--- config.mk ---
export PLATFORM = sky130hd
export DESIGN_NAME = blink_led_1_with_systemverilog
export DESIGN_NICKNAME = d
export VERILOG_FILES = /design/src/rtl/blink_pkg.sv /design/src/rtl/rst_sync_2ff.sv /design/src/rtl/blink_led_1_with_systemverilog.sv
export SDC_FILE = /design/constraint.sdc
export NUM_CORES = 1
export LEC_CHECK = 0
export BUFFER_PORTS_ARGS = -buffer_cell sky130_fd_sc_hd__buf_2
export CORE_ASPECT_RATIO = 1.75
export CORE_MARGIN = 2
export CORE_UTILIZATION = 60
export CTS_CLUSTER_DIAMETER = 120
export DETAILED_ROUTE_END_ITERATION = 7
export GPL_ROUTABILITY_DRIVEN = 0
export GPL_TIMING_DRIVEN = 1
export HOLD_SLACK_MARGIN = 0.02
export PLACE_DENSITY = 0.89
export SLEW_MARGIN = 20
export SYNTH_ARGS = -nofsm -noshare
export SYNTH_HDL_FRONTEND = slang
export SYNTH_SLANG_ARGS = --single-unit
--- constraint.sdc ---
create_clock -name clk -period 1 [get_ports clk]
set_input_delay 0.05 -clock clk [delete_from_list [all_inputs] [get_ports clk]]
set_output_delay 0.05 -clock clk [all_outputs]
set_load 0.05 [all_outputs]
--- src/rtl/blink_pkg.sv ---
// Shared constants and helpers for the board-level LED blinkers.
package blink_pkg;

  localparam int CLK_FREQ_HZ_DEFAULT   = 50_000_000;
  localparam int BLINK_FREQ_HZ_DEFAULT = 1;

  // Clock cycles per led half period; a zero blink rate maps to a safe value.
  function automatic int half_period(input int clk_hz, input int blink_hz);
    if (blink_hz == 0)
      return 2;
    return clk_hz / (2 * blink_hz);
  endfunction

  function automatic int cnt_width(input int half);
    if (half <= 2)
      return 1;
    return $clog2(half);
  endfunction

endpackage

--- src/rtl/rst_sync_2ff.sv ---
// Reset-release synchroniser: asserts at once, releases after two clocks.
module rst_sync_2ff (
  input  logic clk,
  input  logic rst_async,
  output logic rst_sync
);

  logic ff1;
  logic ff2;

  always_ff @(posedge clk or posedge rst_async) begin
    if (rst_async) begin
      ff1 <= 1'b0;
      ff2 <= 1'b0;
    end else begin
      ff1 <= 1'b1;
      ff2 <= ff1;
    end
  end

  assign rst_sync = ~ff2;

endmodule

--- src/rtl/blink_led_1_with_systemverilog.sv ---
// Free-running 50 % duty LED blinker with its own reset-release synchroniser.
module blink_led_1_with_systemverilog
  import blink_pkg::*;
#(
  parameter int   CLK_FREQ_HZ     = CLK_FREQ_HZ_DEFAULT,
  parameter int   BLINK_FREQ_HZ   = BLINK_FREQ_HZ_DEFAULT,
  parameter logic LED_RESET_LEVEL = 1'b0
) (
  input  logic clk,
  input  logic rst_async,
  output logic led
);

  localparam int HALF_PERIOD_CYCLES =
    half_period(CLK_FREQ_HZ, BLINK_FREQ_HZ);
  localparam int CNT_W = cnt_width(HALF_PERIOD_CYCLES);
  localparam logic [CNT_W-1:0] CNT_MAX =
    CNT_W'(HALF_PERIOD_CYCLES - 1);

  if (HALF_PERIOD_CYCLES < 2 || BLINK_FREQ_HZ == 0) begin : g_bad_param
    $error("blink: HALF_PERIOD_CYCLES < 2 or BLINK_FREQ_HZ == 0");
  end

  logic             rst_i;
  logic [CNT_W-1:0] cnt;
  logic             wrap;

  rst_sync_2ff u_rst_sync (
    .clk       (clk),
    .rst_async (rst_async),
    .rst_sync  (rst_i)
  );

  assign wrap = (cnt == CNT_MAX);

  always_ff @(posedge clk or posedge rst_i) begin
    if (rst_i) begin
      cnt <= '0;
    end else if (wrap) begin
      cnt <= '0;
    end else begin
      cnt <= cnt + 1'b1;
    end
  end

  // led comes straight off this flop so the pin never glitches
  always_ff @(posedge clk or posedge rst_i) begin
    if (rst_i) begin
      led <= LED_RESET_LEVEL;
    end else if (wrap) begin
      led <= ~led;
    end
  end

endmodule

==> metrics.md <==
| Metric | Value |
|---|---|
| Critical path's slowest cell | `or4_1` |
| Post-synth top flop | `dfrtp_1` |
| RSZ-0062 raised after global routing | `true` |
| Die width | `40.39 µm` |
| Post-route cell area | `0.002103 mm²` |
| Die area | `0.002733 mm²` |
| Most used cell, CP | `buf_4` |
| Max H-tree Level | `1` |
| Most frequent cells in the layout | `41 x buf_4, 27 x dfrtp_1, 14 x buf_6` |
| DIE HEIGHT | `67.68 µm` |
| Post-synthesis register bit count | `28` |
| Post-route ant nets | `0` |
| Hold Violations, Final | `0` |
| Max Cap Viol | `0` |
| CTS sink count | `28` |
| Vias in the first global route | `1,485` |
| WL/cell | `28.25 µm` |
| Sequential share of the synthesized area | `0.5041` |
| Post-Syn Area | `0.001390 mm²` |
| Failing checks | `setup timing` |
| Port buffer count | `2` |
| Post-synth EDFFs | `0` |
| Relative slew slack | `0.6054` |
| Placed wire-length estimate | `2862 µm` |
| Crit share post-route | `2.100` |
| WP data required | `1.21 ns` |
| Tmin final | `2.100 ns` |
| Count of cell types in the netlist | `35` |
| First-pass GRT wire length | `7438 µm` |
| Grt ovf | `0` |
| Syn-to-layout area delta | `51.31%` |
| Fmax | `476.2 MHz` |
| Finish-stage setup viols | `27` |
| Layout cells sized above 1 | `0.4607` |
| Crit-path max cell delay | `0.56 ns` |
| CP top delay family | `simple AND/OR/NAND/NOR gates` |
| Setup Crit Path Kind | `flip-flop to flip-flop` |
| Hold WS | `0.1639 ns` |
| Std cell rows | `23` |
| Final WS setup | `-1.100 ns` |
| Post-DP Area | `0.001788 mm²` |
| VDD IR max | `0.0008927 V` |
| Antenna Cells | `0` |
| CP Depth | `6` |
| Warning count from the yosys run | `0` |
| CP arrival | `2.31 ns` |
| Crit path launch type | `flip-flop` |
| Via count | `1,547` |
| Pre-antenna DRT Iters | `5` |
| P_leak | `1.035 nW` |
| Root Buffer | `clkbuf_8` |
| Final #Nets | `196` |
| I/O Pins | `3` |
| Initial Util | `0.6193` |
| Fillers | `66` |
| Syn_area_per_cell | `10.45 µm²` |
| Power per cell area | `858.2 mW/mm²` |
| Commonest non-fill, non-tap cell in the layout | `buf_4` |
| Core area | `0.002245 mm²` |
| Worst-path cell chain | `buf_4 > buf_4 > nand4_1 > or2_2 > or4_1 > a21oi_1` |
| Max FO, Critical Path | `6` |
| Status | `finished, violations left` |
| Initial antenna violation count | `0` |
| R2R depth | `6` |
| Clock buffer depth | `2` |
| Register Area | `701.9 µm²` |
| DRT iter0 DRCs | `153` |
| Worst-Skew Late Latency | `0.28 ns` |
| Clock Skew | `0.002027 ns` |
| Routed WL | `6103 µm` |
| Max-slew violations | `0` |
| Worst setup EP type | `flip-flop` |
| Worst Tran Pin Value | `0.5864 ns` |
| Largest net degree at the start of global routing | `27` |
| Gr usage total | `0.4233` |
| Hold Path Class | `primary input to asynchronous set/reset pin` |
| Clock tree from TritonCTS | `done` |
| Mean number of vias per cell | `7.162` |
| Area of the multi-input gates | `809.5 µm²` |
| CTS Buf Count | `3` |
| Clock transition at the registers of the reported paths | `0.09 ns` |
| Gate Count Post-Synth | `133` |
| Synth Net Count | `136` |
| DRC viols | `0` |
| Asr flop ratio synth | `1.000` |
| Worst path bufs/invs | `2` |
-- cell type report --
cell class	instances	area share
clock buffer	3	0.01963
timing repair buffer	59	0.2415
multi-input combinational	98	0.3849
tap	25	0.01487
inverter	3	0.005354
sequential	28	0.3337
-- cells by family (layout without fill, tap and decap cells) --
family | Yosys count | after routing | share of synthesized area
buffers and inverters | 7 | 65 | 0.02610
AO/OA/AOI/OAI | 16 | 16 | 0.06571
adder cells (fa/ha/maj) | 1 | 1 | 0.008999
AND/OR/NAND/NOR | 64 | 64 | 0.2907
XOR/XNOR | 15 | 15 | 0.09451
flip-flops | 28 | 28 | 0.5040
multiplexers | 1 | 1 | 0.007201
other | 1 | 1 | 0.002698
-- stage by stage --
stage / TNS, ns / total power (W) / utilization / worst slack, ns / cells
after floorplan: -17.14 / 0.001175 / - / -0.9665 / 133
after global placement: -18.03 / 0.001185 / 0.7965 / -0.9444 / 198
after detailed placement: -18.82 / 0.001187 / 0.7965 / -1.014 / 198
after CTS: -19.16 / 0.001770 / 0.8857 / -1.002 / 208
after global routing: -22.13 / 0.001811 / 0.9370 / -1.099 / 216
final: -21.28 / 0.001805 / 0.9370 / -1.100 / 216
-- path summary, 6_finish.rpt --
kind,to,slack (ns),start
min in group clk,u_rst_sync.ff2,0.38,u_rst_sync.ff1
worst min-delay path,u_rst_sync.ff2,0.16,rst_async
worst min register to register,led,0.27,u_rst_sync.ff2
worst max register to register,cnt[24],-1.10,cnt[10]
worst max-delay path,cnt[24],-1.10,cnt[10]
max in group asynchronous,cnt[3],0.45,u_rst_sync.ff2
-- state kept, by name, summed over array words and instances (netlist names) --
name,count
u_rst_sync.ff2,1
cnt,25
led,1
u_rst_sync.ff1,1
-- synthesized netlist by cell type (all sizes together), types with 6 or more instances --
library cell  count  area [µm²]
nor2              8       30.03
a21oi             6       30.03
xnor2            11       96.34
dfrtp            28       700.7
o21ai             6       30.03
nand4             9       62.56
nand3             9       45.04
nor4              6       52.55
nand2             9       33.78
-- timing repair --
item                                    in CTS  in global routing
setup buffers                                6                  8
hold buffers                                 1                  0
gates cloned                                 0                  0
endpoints found under the setup margin      25                 27
pin swaps                                   11                  5
endpoints found under the hold margin        2                  0
resized for setup                           23                 10
-- power by group --
part	switching [W]	total, W	internal, W
logic	0.0000249	0.0000317	0.00000681
clock network	0.000364	0.000636	0.000272
registers	0.00000167	0.00114	0.00114
-- worst register-to-register path: stages (launching register included) --
cell,delay (ns)
dfrtp_1,0.40
buf_4,0.12
buf_4,0.14
nand4_1,0.21
or2_2,0.43
or4_1,0.56
a21oi_1,0.17
-- routing by layer --
metal / track usage / share of wire
met5: 0 / 0
met4: 0.3042 / 0.090
met3: 0.09539 / 0.10
met2: 0.7063 / 0.49
met1: 0.4289 / 0.31
Note: power is estimated with default switching activity, not from simulation.
